## config.mk

```make
export PLATFORM = sky130hd
export DESIGN_NAME = trng_postproc
export DESIGN_NICKNAME = d
export VERILOG_FILES = /design/src/rtl/trng_postproc.sv
export SDC_FILE = /design/constraint.sdc
export NUM_CORES = 1
export LEC_CHECK = 0
export CORE_ASPECT_RATIO = 1.2
export CORE_MARGIN = 1
export CORE_UTILIZATION = 45
export DETAILED_ROUTE_END_ITERATION = 7
export PLACE_DENSITY_LB_ADDON = 0.1
export SYNTH_ARGS = -nofsm -noshare
export SYNTH_HDL_FRONTEND = slang
export SYNTH_SLANG_ARGS = --single-unit
```

## constraint.sdc

```tcl
create_clock -name iClk -period 2.6 [get_ports iClk]
set_input_delay 0.78 -clock iClk [delete_from_list [all_inputs] [get_ports iClk]]
set_output_delay 0.78 -clock iClk [all_outputs]
set_load 0.02 [all_outputs]
```

## src/rtl/trng_postproc.sv

```systemverilog
// trng_postproc: samples an asynchronous raw TRNG bit, applies Von Neumann debiasing and a
// repetition-count health test, and packs the debiased bits into words behind a valid/ready register.
module trng_postproc #(
    parameter int SAMPLE_DIV = 16,
    parameter int WORD_W     = 32,
    parameter int RCT_CUTOFF = 32
) (
    input  logic              iClk,
    input  logic              iRst,
    input  logic              iEn,
    input  logic              iRawBit,
    input  logic              iReady,
    input  logic              iClrErr,
    output logic [WORD_W-1:0] oData,
    output logic              oValid,
    output logic              oHealthErr
);
    localparam int BW = $clog2(WORD_W + 1);

    logic [1:0]        sync_q, sync_d;
    logic [15:0]       cnt_q, cnt_d;
    logic              pend_q, pend_d, first_q, first_d, prev_q, prev_d;
    logic [7:0]        rct_q, rct_d, rct_t;
    logic [WORD_W-1:0] shreg_q, shreg_d, data_q, data_d;
    logic [BW-1:0]     bcnt_q, bcnt_d;
    logic              valid_q, valid_d, err_q, err_d;
    logic              s, tick, emit, keep, full, xfer;

    always_comb begin
        s        = sync_q[1];
        tick     = iEn && cnt_q == 16'(SAMPLE_DIV - 1);
        sync_d   = {sync_q[0], iRawBit};
        cnt_d    = (!iEn || tick) ? 16'd0 : cnt_q + 16'd1;
        pend_d   = iEn && (tick ? !pend_q : pend_q);
        first_d  = (tick && !pend_q) ? s : first_q;
        emit     = tick && pend_q && (first_q != s);
        prev_d   = tick ? s : prev_q;
        // rct_q==0 marks "no sample seen since reset", so the first tick starts a fresh run
        rct_t    = !tick ? rct_q :
                   (rct_q == 8'd0 || s != prev_q) ? 8'd1 :
                   (rct_q == 8'(RCT_CUTOFF)) ? rct_q : rct_q + 8'd1;
        rct_d    = iClrErr ? 8'd1 : rct_t;
        err_d    = (tick && rct_t == 8'(RCT_CUTOFF)) || (err_q && !iClrErr);
        keep     = emit && !err_q;
        full     = bcnt_q == BW'(WORD_W);
        xfer     = full && (!valid_q || iReady);
        // a bit arriving with the transfer becomes bit 0 of the next word
        shreg_d  = (keep && (!full || xfer)) ? {shreg_q[WORD_W-2:0], first_q} : shreg_q;
        bcnt_d   = xfer ? BW'(keep) : (keep && !full) ? bcnt_q + BW'(1) : bcnt_q;
        data_d   = xfer ? shreg_q : data_q;
        valid_d  = xfer || (valid_q && !iReady);
    end

    always_ff @(posedge iClk) begin
        if (!iRst) begin
            sync_q  <= '0;
            cnt_q   <= '0;
            pend_q  <= 1'b0;
            first_q <= 1'b0;
            prev_q  <= 1'b0;
            rct_q   <= '0;
            shreg_q <= '0;
            bcnt_q  <= '0;
            data_q  <= '0;
            valid_q <= 1'b0;
            err_q   <= 1'b0;
        end else begin
            sync_q  <= sync_d;
            cnt_q   <= cnt_d;
            pend_q  <= pend_d;
            first_q <= first_d;
            prev_q  <= prev_d;
            rct_q   <= rct_d;
            shreg_q <= shreg_d;
            bcnt_q  <= bcnt_d;
            data_q  <= data_d;
            valid_q <= valid_d;
            err_q   <= err_d;
        end
    end

    assign oData      = data_q;
    assign oValid     = valid_q;
    assign oHealthErr = err_q;
endmodule
```

* After elaboration in Yosys (flattened, before gate mapping)
Index checks and enable logic that the tools add are counted.
** Operators by class
- Reduce and logical (&&, ||, !) cells :: 30
- $add $sub $neg :: 3
- Equal/unequal tests :: 6
- Multiplexer cells :: 7
- Bitwise logic cells :: 1
** Operators by type and width (number)
- 8-bit 2-to-1 mux :: 3
- 16-bit by 1-bit adder with 16-bit output, second input constant :: 1
- 16-bit by 4-bit equality test with 1-bit output, second input constant :: 1
- 8-bit by 6-bit equality test with 1-bit output, second input constant :: 2
- 1-bit logical AND :: 12
- 8-bit by 1-bit adder with 8-bit output, second input constant :: 1
- 8-bit logical NOT :: 1
- 1-bit logical NOT :: 7
- 6-bit by 1-bit adder with 6-bit output, second input constant :: 1
- 6-bit equality test, second input constant :: 1
- 1-bit logical OR :: 6
- 2-bit OR reduction :: 3
- 1-bit 2-to-1 mux :: 4
- 1-bit != test :: 2
- 2-bit nonzero test :: 1
- 1-bit NOT :: 1
** Storage, ports and cells
- Bits of input ports :: 6
- Bits in registers :: 101

* Depth between registers and ports, before layout
- Word-level depth :: 8
- Mapped depth :: 10
- Depth with buffers taken out :: 8

* Worst setup path after synthesis
Ideal clock, no wire load.
- Path type :: flip-flop to flip-flop
- From :: register cnt_q[5]
- To :: register shreg_q[1]
- Setup time :: 76 ps
- Data arrival time :: 2459 ps
- Path slack :: 66 ps
- Period minus slack after synthesis :: 2534 ps
- Path buffers :: 2
- Required time :: 2524 ps
- Stages on the path, launching flop included :: 10
- Cell sequence :: dfxtp_1 or4_4 nor4_1 ha_1 and3_1 clkbuf_1 o21a_1 clkbuf_1 nand2_1 a21boi_0
** Between the ends
- Word-level cells in the longest chain between the ends :: 6
** RTL lines
- from (decl) :: line 21 : logic [15:0] cnt_q, cnt_d;
- from (signal assigned) :: line 69 : cnt_q <= cnt_d;
- 16-bit by 4-bit equality test with 1-bit output :: line 31 : tick = iEn && cnt_q == 16'(SAMPLE_DIV - 1);
- 1-bit logical AND :: line 31
- 1-bit logical AND (2 in series) :: line 36 : emit = tick && pend_q && (first_q != s);
- 1-bit logical AND :: line 44 : keep = emit && !err_q;
- 1-bit logical AND :: line 48 : shreg_d = (keep && (!full || xfer)) ? {shreg_q[WORD_W-2:0], first_q} : shreg_q;
- to (signal assigned) :: line 74 : shreg_q <= shreg_d;
- to (decl) :: line 24 : logic [WORD_W-1:0] shreg_q, shreg_d, data_q, data_d;
Every way passes these cells.
A chain may end at the register's enable or synchronous reset.

* Final worst setup path
- From :: register cnt_q[5]
- To :: register shreg_q[2]
The elaborated chain is that of the path after synthesis.

==> out/qor.log <==
[outcome] run status finished, final reports clean
[drt] detailed-route wire length 8.003 mm
[clock_tree] post-CTS setup-driven buffer insertion count 0
[critical_path] CP Capture Type flop
[clock_tree] clock network latency to the later pin of the worst-skew pair 360 ps
[placed_design] placed cell area 0.004803 sq mm
[critical_path] CP top delay family simple AND/OR/NAND/NOR gates
[critical_path] Levels on crit path 8
[global_route] grt total ovfl 0
[clock_tree] Clk Tree Root Cell sky130_fd_sc_hd__clkbuf_8
[min_path] worst hold path depth 1
[synth] Top FF cell, synth sky130_fd_sc_hd__dfxtp_1
[global_route] largest net degree at the start of global routing 71
[global_route] initial antenna violation count 0
[sta] fmax 413.2 MHz
[synth] post-synthesis average cell area 8.463 sq um
[layout] post-route cell area 0.005027 sq mm
[placed_design] IO Port Bufs 39
[synth] number of warning messages in the yosys log 0
[critical_path] maximum net fanout on the critical path 32
[synth] post-synthesis compound-gate area fraction 16.88%
[sta] relative slew slack 63.06%
[drt] residual DRC count 0
[drt] Vias/cell 5.047
[clock_tree] Clock H-tree levels 3
[floorplanning] die height 108.2 um
[synth] area share of the largest cell type after synthesis 47.78%
[drt] iteration count of the initial detailed-routing pass 4
[layout] synthesis-to-layout area growth 18.81%
[floorplanning] width of the chip 90.52 um
[power] power density of the placed cells 537.7 mW/mm^2
[floorplanning] initial cell density of the core 46.60%
[synth] syn_nets 513
[critical_path] cell with the biggest individual delay on the critical path sky130_fd_sc_hd__or4_4
[sta] PnR worst setup slack 179.7 ps
[synth] post-synthesis cell type count 48
[floorplanning] placeable core area 0.009081 sq mm
[critical_path] worst path buffer plus inverter count 1
[floorplanning] overall die area 0.009797 sq mm
[synth] adder-cell share of the synthesized area 2.070%
[clock_tree] number of buffers created by CTS 9
[critical_path] critical-path cell list or4_4, nor4_2, ha_1, and3_1, o21a_1, buf_12, nand2_1, a21boi_0
[global_route] vias in the first global route 3056
[layout] share of layout cells above drive strength 1 8.487%
[synth] number of enable flip-flop cells after synthesis 0
[power] leakage power 0.001658 uW
[critical_path] worst reg2reg path depth 8
[drt] wire length per cell after detailed routing 12.09 um
[synth] synthesized-area fraction occupied by and/or/nand/nor cells 25.16%
[sta] Tcrit/Tclk final 93.09%
[critical_path] WP data arrival 2710 ps
[sta] time the worst path needs with I/O delays and setup 2420 ps
[drt] overall via count from detail_route 3341
[synth] post-synthesis instance area 0.004232 sq mm
[drt] number of violations reported at the end of detailed-routing iteration 0 148
[global_route] all-layer global routing usage 17.22%
[synth] commonest cells in the netlist sky130_fd_sc_hd__nand2_1 (147), sky130_fd_sc_hd__dfxtp_1 (101), sky130_fd_sc_hd__a21boi_0 (64)
[floorplanning] # rows 38
[synth] synthesized instance count 500
[sta] worst slew pin tran 554.1 ps
[synth] leading post-synthesis cells by cell area sky130_fd_sc_hd__dfxtp_1 (48%), sky130_fd_sc_hd__nand2_1 (13%), sky130_fd_sc_hd__a21boi_0 (11%)
[drt] number of antenna-violating nets in the routed design 0
[placed_design] global placement routability congestion 0.8346
[synth] XOR/XNOR share of the synthesized area 4.140%
[clock_tree] clock slew at the register clock pins of the worst setup and hold paths 100 ps
[critical_path] Setup crit start kind flop
[synth] dominant cell type by area after synthesis sky130_fd_sc_hd__dfxtp_1
[synth] Yosys reg bits 101
[synth] part of the Yosys area used for sequential elements 47.78%
[clock_tree] TritonCTS sink count 101
[clock_tree] worst-case clock buffer depth 2
[critical_path] CP peak stage delay 600 ps
[run] number of max-cap violations 0
[sta] worst clock skew 13.80 ps
[sta] count of endpoints failing hold in the final timing report 0
[power] IR drop worst, VDD 0.0003273 V
[floorplanning] io pins 40
[synth] portion of netlist area occupied by mux cells 0.4731%
[synth] fraction of registers with async set or reset after synthesis 0%
[critical_path] Worst Setup Path Type reg -> reg
[global_route] wire length of the first global-routing pass 13.81 mm
[synth] most frequently used cell type in the post-synthesis netlist sky130_fd_sc_hd__nand2_1
[critical_path] required time of the critical path 2890 ps
[clock_tree] clock tree from TritonCTS done
[min_path] class of the tightest hold or removal check reg -> reg
[synth] main combinational cell family by area after synthesis simple AND/OR/NAND/NOR gates
[layout] number of nets in the layout 550
[layout] count of inserted antenna diode cells 0
[sta] Final Slew Violations 0
[sta] RSZ-0062 raised after global routing false
[placed_design] estimated wirelength of the detail-placed design 5.320 mm
[sta] count of endpoints failing setup in the final report 0
[placed_design] Setup Slack @ Placement -330.5 ps
## layout by cell type, fill, tap and decap left out, types with 2 or more instances in the layout
| cell type | n |
|---|---|
| sky130_fd_sc_hd__a211oi_1 | 3 |
| sky130_fd_sc_hd__a21boi_0 | 64 |
| sky130_fd_sc_hd__a21boi_1 | 2 |
| sky130_fd_sc_hd__a21oi_1 | 14 |
| sky130_fd_sc_hd__and2_1 | 3 |
| sky130_fd_sc_hd__and3_1 | 6 |
| sky130_fd_sc_hd__buf_12 | 3 |
| sky130_fd_sc_hd__buf_4 | 12 |
| sky130_fd_sc_hd__bufinv_16 | 2 |
| sky130_fd_sc_hd__clkbuf_1 | 3 |
| sky130_fd_sc_hd__clkbuf_8 | 10 |
| sky130_fd_sc_hd__clkdlybuf4s50_1 | 38 |
| sky130_fd_sc_hd__dfxtp_1 | 101 |
| sky130_fd_sc_hd__ha_1 | 7 |
| sky130_fd_sc_hd__inv_1 | 8 |
| sky130_fd_sc_hd__mux2i_1 | 2 |
| sky130_fd_sc_hd__nand2_1 | 147 |
| sky130_fd_sc_hd__nand2b_1 | 2 |
| sky130_fd_sc_hd__nand3_1 | 11 |
| sky130_fd_sc_hd__nand3b_1 | 2 |
| sky130_fd_sc_hd__nand4_1 | 7 |
| sky130_fd_sc_hd__nor2_1 | 30 |
| sky130_fd_sc_hd__nor2b_1 | 2 |
| sky130_fd_sc_hd__nor4_2 | 2 |
| sky130_fd_sc_hd__nor4b_1 | 2 |
| sky130_fd_sc_hd__o2111ai_1 | 2 |
| sky130_fd_sc_hd__o21a_1 | 2 |
| sky130_fd_sc_hd__o21ai_0 | 5 |
| sky130_fd_sc_hd__o21ai_2 | 3 |
| sky130_fd_sc_hd__or3_1 | 4 |
| sky130_fd_sc_hd__or4_4 | 4 |
| sky130_fd_sc_hd__xnor2_1 | 8 |
| sky130_fd_sc_hd__xor2_1 | 12 |
## final timing paths
kind                  startpoint                 endpoint  slack, ps
max          cnt_q[5]$_SDFF_PP0_  shreg_q[2]$_SDFFE_PN0P_        180
min          cnt_q[0]$_SDFF_PP0_      cnt_q[0]$_SDFF_PP0_        450
max reg2reg  cnt_q[5]$_SDFF_PP0_  shreg_q[2]$_SDFFE_PN0P_        180
min reg2reg  cnt_q[0]$_SDFF_PP0_      cnt_q[0]$_SDFF_PP0_        450
## layer usage
metal	global-route usage [%]	wire length [um]	share of wire, %
met5	0	0	0
met1	22.50	3977	50
met2	27.38	3639	45
met4	9.332	147	1.8
met3	2.672	238	3.0
## kinds of logic (layout without fill, tap and decap cells)
kind of cell	after synthesis	count (layout)
adders and majority gates	7	7
muxes	2	2
and+or+nand+nor	233	233
xor gates and xnor gates	20	20
buffers and inverters	36	78
DFF	101	101
AOI/OAI and AO/OA	101	101
## per-stage QoR
step | power (uW) | cells | utilization, % | TNS, ps | hold slack (ps)
2_1_floorplan | 1637 | 500 | - | 0 | 411.9
3_3_place_gp | 1655 | 646 | 52.89 | -6800 | 424.2
3_5_place_dp | 1657 | 646 | 52.89 | -10190 | 431.1
4_1_cts | 2741 | 662 | 55.29 | 0 | 450.0
5_1_grt | 2815 | 662 | 55.36 | 0 | 463.9
6_report | 2703 | 662 | 55.36 | 0 | 446.3
## area by class of cell
| cell class | count | area (sq um) |
|---|---|---|
| clock inverter | 3 | 68.82 |
| timing repair buffer | 54 | 535.5 |
| clock buffer | 13 | 148.9 |
| multi-input combinational | 363 | 2072 |
| fill | 863 | 4054 |
| sequential | 101 | 2022 |
| inverter | 8 | 30.03 |
| tap | 120 | 150.1 |
## report_power, final
| group | internal (uW) | leakage (uW) | total [uW] | switching (uW) |
|---|---|---|---|---|
| Combinational | 31.6 | 0.000737 | 66.2 | 34.6 |
| Clock | 572 | 0.000108 | 1080 | 512 |
| Sequential | 1550 | 0.000814 | 1550 | 3.57 |
| Total | 2150 | 0.00166 | 2700 | 550 |
## registers in the layout, indices dropped and copies added (netlist names), 2 cells and up
register	cells
bcnt_q	6
cnt_q	16
rct_q	8
sync_q	2
oData	32
shreg_q	32
## repair_timing
item / in CTS / in global routing
hold buffers: 0 / 0
endpoints found under the setup margin: 0 / 29
resized for setup: 0 / 1
Power figures use the tool's default switching activity.
